[src/rtl/dds_cfg_arbiter.sv]
// Two-port arbiter for the chirp DDS configuration channel: serialises
// requester parameter sets onto the DDS REQ/ACK crossing with a timeout.
module dds_cfg_arbiter #(
  parameter int unsigned TIMEOUT    = 1023,
  parameter int unsigned STARVE_MAX = 4
) (
  input  logic        CLK,
  input  logic        rst_n,
  input  logic        REQ0,
  input  logic        REQ1,
  input  logic [47:0] FREQ0,
  input  logic [47:0] FREQ1,
  input  logic [47:0] STEP0,
  input  logic [47:0] STEP1,
  input  logic [31:0] RATE0,
  input  logic [31:0] RATE1,
  input  logic        START0,
  input  logic        START1,
  output logic        ACK0,
  output logic        ACK1,
  output logic        ERR,
  output logic        ERR_ID,
  output logic [47:0] DDS_freq,
  output logic [47:0] DDS_delta_freq,
  output logic [31:0] DDS_delta_rate,
  output logic        REQ,
  input  logic        ACK,
  output logic        DDS_start
);

  localparam int unsigned CW = (TIMEOUT < 1)    ? 1 : $clog2(TIMEOUT + 1);
  localparam int unsigned SW = (STARVE_MAX < 1) ? 1 : $clog2(STARVE_MAX + 1);

  typedef enum logic [2:0] {
    IDLE,
    SETUP,
    WAIT_AH,
    WAIT_AL,
    RESP
  } state_t;

  state_t        state_q, state_d;
  logic          ack_meta_q, ack_s_q;
  logic [CW-1:0] cnt_q, cnt_d;
  logic [SW-1:0] starve_q, starve_d;
  logic          grant_q, grant_d;
  logic          owner_q, owner_d;
  logic          req_q, req_d;
  logic          ack0_q, ack0_d;
  logic          ack1_q, ack1_d;
  logic          err_q, err_d;
  logic          err_id_q, err_id_d;
  logic          start_q, start_d;
  logic [47:0]   freq_q, freq_d;
  logic [47:0]   step_q, step_d;
  logic [31:0]   rate_q, rate_d;

  logic          pick1;
  logic          grant_req;
  logic          cnt_hit;
  logic [CW-1:0] cnt_inc;

  // Port 1 only wins a contested grant once port 0 has had STARVE_MAX turns.
  assign pick1     = REQ1 && (!REQ0 || (starve_q == SW'(STARVE_MAX)));
  assign grant_req = grant_q ? REQ1 : REQ0;
  assign cnt_inc   = cnt_q + CW'(1);
  assign cnt_hit   = (cnt_inc == CW'(TIMEOUT));

  always_comb begin
    state_d  = state_q;
    cnt_d    = cnt_q;
    starve_d = REQ1 ? starve_q : '0;
    grant_d  = grant_q;
    owner_d  = owner_q;
    req_d    = req_q;
    ack0_d   = ack0_q;
    ack1_d   = ack1_q;
    err_d    = err_q;
    err_id_d = err_id_q;
    start_d  = owner_q ? START1 : START0;
    freq_d   = freq_q;
    step_d   = step_q;
    rate_d   = rate_q;

    case (state_q)
      IDLE: begin
        if (REQ0 || REQ1) begin
          grant_d = pick1;
          freq_d  = pick1 ? FREQ1 : FREQ0;
          step_d  = pick1 ? STEP1 : STEP0;
          rate_d  = pick1 ? RATE1 : RATE0;
          state_d = SETUP;
          if (pick1) begin
            starve_d = '0;
          end else if (REQ1 && (starve_q != SW'(STARVE_MAX))) begin
            starve_d = starve_q + SW'(1);
          end
        end
      end

      SETUP: begin
        req_d   = 1'b1;
        cnt_d   = '0;
        state_d = WAIT_AH;
      end

      WAIT_AH: begin
        if (ack_s_q) begin
          req_d   = 1'b0;
          cnt_d   = '0;
          state_d = WAIT_AL;
        end else if (cnt_hit) begin
          req_d    = 1'b0;
          err_d    = 1'b1;
          err_id_d = grant_q;
          ack0_d   = !grant_q;
          ack1_d   = grant_q;
          state_d  = RESP;
        end else begin
          cnt_d = cnt_inc;
        end
      end

      WAIT_AL: begin
        if (!ack_s_q) begin
          owner_d = grant_q;
          err_d   = 1'b0;
          ack0_d  = !grant_q;
          ack1_d  = grant_q;
          state_d = RESP;
        end else if (cnt_hit) begin
          req_d    = 1'b0;
          err_d    = 1'b1;
          err_id_d = grant_q;
          ack0_d   = !grant_q;
          ack1_d   = grant_q;
          state_d  = RESP;
        end else begin
          cnt_d = cnt_inc;
        end
      end

      RESP: begin
        if (!grant_req) begin
          ack0_d  = 1'b0;
          ack1_d  = 1'b0;
          state_d = IDLE;
        end
      end

      default: state_d = IDLE;
    endcase
  end

  always_ff @(posedge CLK or negedge rst_n) begin
    if (!rst_n) begin
      state_q    <= IDLE;
      ack_meta_q <= 1'b0;
      ack_s_q    <= 1'b0;
      cnt_q      <= '0;
      starve_q   <= '0;
      grant_q    <= 1'b0;
      owner_q    <= 1'b0;
      req_q      <= 1'b0;
      ack0_q     <= 1'b0;
      ack1_q     <= 1'b0;
      err_q      <= 1'b0;
      err_id_q   <= 1'b0;
      start_q    <= 1'b0;
      freq_q     <= '0;
      step_q     <= '0;
      rate_q     <= '0;
    end else begin
      state_q    <= state_d;
      ack_meta_q <= ACK;
      ack_s_q    <= ack_meta_q;
      cnt_q      <= cnt_d;
      starve_q   <= starve_d;
      grant_q    <= grant_d;
      owner_q    <= owner_d;
      req_q      <= req_d;
      ack0_q     <= ack0_d;
      ack1_q     <= ack1_d;
      err_q      <= err_d;
      err_id_q   <= err_id_d;
      start_q    <= start_d;
      freq_q     <= freq_d;
      step_q     <= step_d;
      rate_q     <= rate_d;
    end
  end

  assign ACK0           = ack0_q;
  assign ACK1           = ack1_q;
  assign ERR            = err_q;
  assign ERR_ID         = err_id_q;
  assign DDS_freq       = freq_q;
  assign DDS_delta_freq = step_q;
  assign DDS_delta_rate = rate_q;
  assign REQ            = req_q;
  assign DDS_start      = start_q;

endmodule

[config.mk]
export PLATFORM = sky130hd
export DESIGN_NAME = dds_cfg_arbiter
export DESIGN_NICKNAME = d
export VERILOG_FILES = /design/src/rtl/dds_cfg_arbiter.sv
export SDC_FILE = /design/constraint.sdc
export NUM_CORES = 1
export LEC_CHECK = 0
export BUFFER_PORTS_ARGS = -buffer_cell sky130_fd_sc_hd__buf_2
export CAP_MARGIN = 5
export CORE_AREA = 5 5 150 152
export CTS_CLUSTER_DIAMETER = 150
export CTS_CLUSTER_SIZE = 24
export DETAILED_ROUTE_END_ITERATION = 12
export DIE_AREA = 0 0 155 157
export GPL_TIMING_DRIVEN = 0
export PLACE_DENSITY = 0.62
export SETUP_SLACK_MARGIN = 0.5
export SYNTH_ARGS = -nofsm -noshare
export SYNTH_HDL_FRONTEND = slang
export SYNTH_SLANG_ARGS = --single-unit
[constraint.sdc]
create_clock -name CLK -period 2.25 [get_ports CLK]
set_input_delay 0.45 -clock CLK [delete_from_list [all_inputs] [get_ports CLK]]
set_output_delay 0.45 -clock CLK [all_outputs]
set_load 0.05 [all_outputs]
==> impl_results.md <==
* Placement Rows at between 50 and 60
* Static leakage at 6.31 nW
* Synth Cell Area at approximately 0.0065 mm^2
* Synth area leader: dfrtp_1
* Drt wl/cell at approximately 21 um
* Final Hold Vio Count at 0
* Initial antenna violation count at 1
* Final setup fails at 0
* Synth Instances at about 570
* Fin. max-slew vios at 0
* Sequential share of the synthesized area at 58.9%
* Finished Layout Cells at about 1300
* Final Power at roughly 19 mW
* Min cycle time layout at roughly 1900 ps
* EDFF count, synth at 0
* Setup ws final at 323 ps
* Design area at ~0.011 mm^2
* Layout net count at around 1300
* Status: completed
* Netlist cell types at 42
* Async SR Flop Fraction at 100%
* Post-DRT Antenna Nets at 0
* Hold-fix buffers, CTS at 0
* Die area at between 0.02 and 0.025 mm^2
* Htree depth at 4
* Wire length of the first global-routing pass at slightly above 40000 um
* # port buffers at 396
* First-pass DRT Iterations at 9
* Number of I/O pins at 397
* Synthesis Warnings at 0
* Worst slew margin at just under 50%
* Max-Cap Viols at 0
* HPWL after DPL at roughly 19000 um
* FF-to-FF setup slack at 320 ps
* Worst-skew pair later-pin latency at between 400 and 500 ps
* Clock sink count at roughly 150
* Sequential Area at 0.00385 mm^2
* Syn Nets at 836
* Starting Density at a little under a third
* Post-synthesis register bit count at between 150 and 200
* Crit Path Category: flop to flop
* Crit. End Element: flop
* Area taken by multi-input logic gates at between 0.002 and 0.0025 mm^2
* RSZ-0062 raised after global routing: yes
* Least-Margin Pin Slew at approximately 760 ps
* DR vias/cell at approximately 5.2
* M1 GR Usage at between 20% and 30%
* Clock Skew at approximately 11 ps
* GPL Wtd Cong at about 0.85
* FMAX at between 0.5 and 0.6 GHz
* Yosys top cell area share at between 50% and 60%
* Max Root-Sink Buffers at 2
* Dpl cells at 1241
* Share of layout cells above drive strength 1 at between 50% and 60%
* Worst slack, placed at -469 ps
* Period Utilization, post-route at roughly 86%
* Die width at about 160 um
* Core box area at roughly 0.021 mm^2
* Area Overhead vs Synth at 72.5%
* Placement Cell Area at 0.00891 mm^2
* RR Endpoint: ERR_ID
* Avg Cell Area, Syn at roughly 12 um^2
* Total CTS buffers at 17
* Global-route congestion overflow total at 0
* Total routed wirelength at roughly 29000 um
* Setup_tns at 0 ps
* GRT Util Overall at between 20% and 30%
* Min-delay worst type: primary input to asynchronous set/reset pin
* GRT met2 Usage at a little over a third
* CTS clock-pin slew for the worst setup and hold paths at around 70 ps
* Vias in the first global route at about 7000
* Vias at approximately 7000
* Die H at 157 um
* Root Buffer: clkbuf_16
* Maximum vdd drop at around 0.8 mV
* Worst Path Required at around 2500 ps
* Top cells by area, synth: dfrtp_1, a222oi_1, inv_1
* Crit start category: flop
* Primary FF master, synth: dfrtp_1
* Maximum fanout along the worst path at 3
* Layout fillers at about 1900
* Worst r2r path cells at 7
* CTS tree: built
* Critical Path AT at approximately 2200 ps
* Cell Pwr Density at ~1600 mW/mm^2
* Reg-to-reg startpoint: cnt_q[1]
* Largest net degree at the start of global routing at a little over 80
* DRC viols at 0
* M3 GR Usage at under 10%
* Drt initial violations at around 1100
* Top Usage Layer GRT: met2
-- layout by cell type (no fill, tap or decap), types with 2 or more instances in the layout --
cell         n
a21oi_1      6
a222oi_1   128
and2_1       2
buf_12      14
buf_16      10
buf_2      396
buf_4       25
buf_6       17
buf_8       17
clkbuf_16   38
clkbuf_2     2
clkbuf_8    11
clkinv_4     5
dfrtp_1    153
diode_2      2
ha_4         3
inv_1      132
inv_2        3
inv_6        4
inv_8        3
mux2_2       2
nand2_1     12
nand2_4      2
nand3_1      4
nand3b_1     3
nand4_1      5
nor2_1      11
nor2_2       2
nor2b_1      3
nor3_1       4
nor4b_4      2
o21a_1       2
o21ai_0      5
o21ai_1      2
o21ai_4      2
or3_1        2
xnor2_1      5
xor2_1       2
-- through the flow --
step	utilization (%)	hold WS (ps)
finish	54.0	39.8
global route	54.0	107
CTS	51.3	92.4
detailed placement	42.6	339
global placement	42.5	333
floorplan	-	154
-- state kept, by name, summed over array words and instances (netlist names) --
signal / cells
starve_q: 3
DDS_delta_rate: 32
ACK1: 1
DDS_delta_freq: 48
owner_q: 1
grant_q: 1
ERR_ID: 1
REQ: 1
ack_meta_q: 1
DDS_start: 1
ERR: 1
ACK0: 1
DDS_freq: 48
state_q: 3
cnt_q: 10
ack_s_q: 1
-- logic make-up after synthesis --
| family | count (synthesis) | synth area share (%) |
|---|---|---|
| muxes | 4 | 0.669 |
| DFF | 154 | 58.9 |
| adders and majority gates | 4 | 0.765 |
| xor gates and xnor gates | 9 | 1.32 |
| buffers and inverters | 181 | 10.9 |
| AOI/OAI and AO/OA | 158 | 22.4 |
| and+or+nand+nor | 59 | 5.07 |
-- cells in the mapped netlist (2+ instances only) --
cell,instances
inv_1,135
dfrtp_1,154
xnor2_1,6
nand4_1,5
and2_1,3
a21oi_1,8
nor4b_4,2
xor2_1,2
nand2_1,14
o21a_1,2
clkbuf_1,23
ha_1,4
mux2_2,2
buf_2,19
nand3b_1,3
nor3_1,4
nand3_1,4
o2bb2ai_1,2
buf_1,3
a222oi_1,128
o21ai_0,8
nor2_1,14
or3_1,2
nor2b_1,4
-- final cells by class --
type	instances	area share [%]
inverters	135	4.49
multi-input cells	234	19.1
repair buffers	467	27.1
flip-flops and latches	154	34.2
well taps	275	3.05
clock buffers	18	3.89
diodes	2	0.0443
plain buffers	46	7.01
clock inverters	14	1.19
-- worst max-delay path by stage --
stage	endpoint	slack, ps	cells after the start	from
6_report	ERR_ID	320	7	cnt_q[1]
5_1_grt	DDS_delta_rate[31]	230	10	starve_q[0]
4_1_cts	ERR_ID	330	6	cnt_q[1]
3_5_place_dp	DDS_freq[40]	-470	6	REQ1
3_3_place_gp	DDS_delta_freq[6]	-1640	1	rst_n
2_1_floorplan	ERR_ID	300	7	cnt_q[0]
-- power by group --
part,switching [mW],internal (mW)
Sequential,0.789,4.02
Clock,1.30,1.50
Combinational,7.21,3.76
-- critical path, stage by stage, from the launching register on --
cell and delay, ps:
dfrtp_1 430, buf_6 130, ha_4 120, nand4_1 120, nor4b_4 310, nand2_2 140, nor4b_4 240, mux2_1 340
-- metal layers --
layer	wire [um]	vias up	share of wire [%]
met5	0	-	0
met4	711	0	2.5
met3	2710	55	9.4
met2	14000	441	49
met1	11300	3404	39
li1	-	3128	-
-- repair_timing --
item,4_1_cts,5_1_grt
pin swaps,60,56
setup buffers,21,19
cloned,20,10
endpoints found under the setup margin,141,145
hold endpoints to repair,0,0
gates resized for setup,166,54
Power figures use the tool's default switching activity.
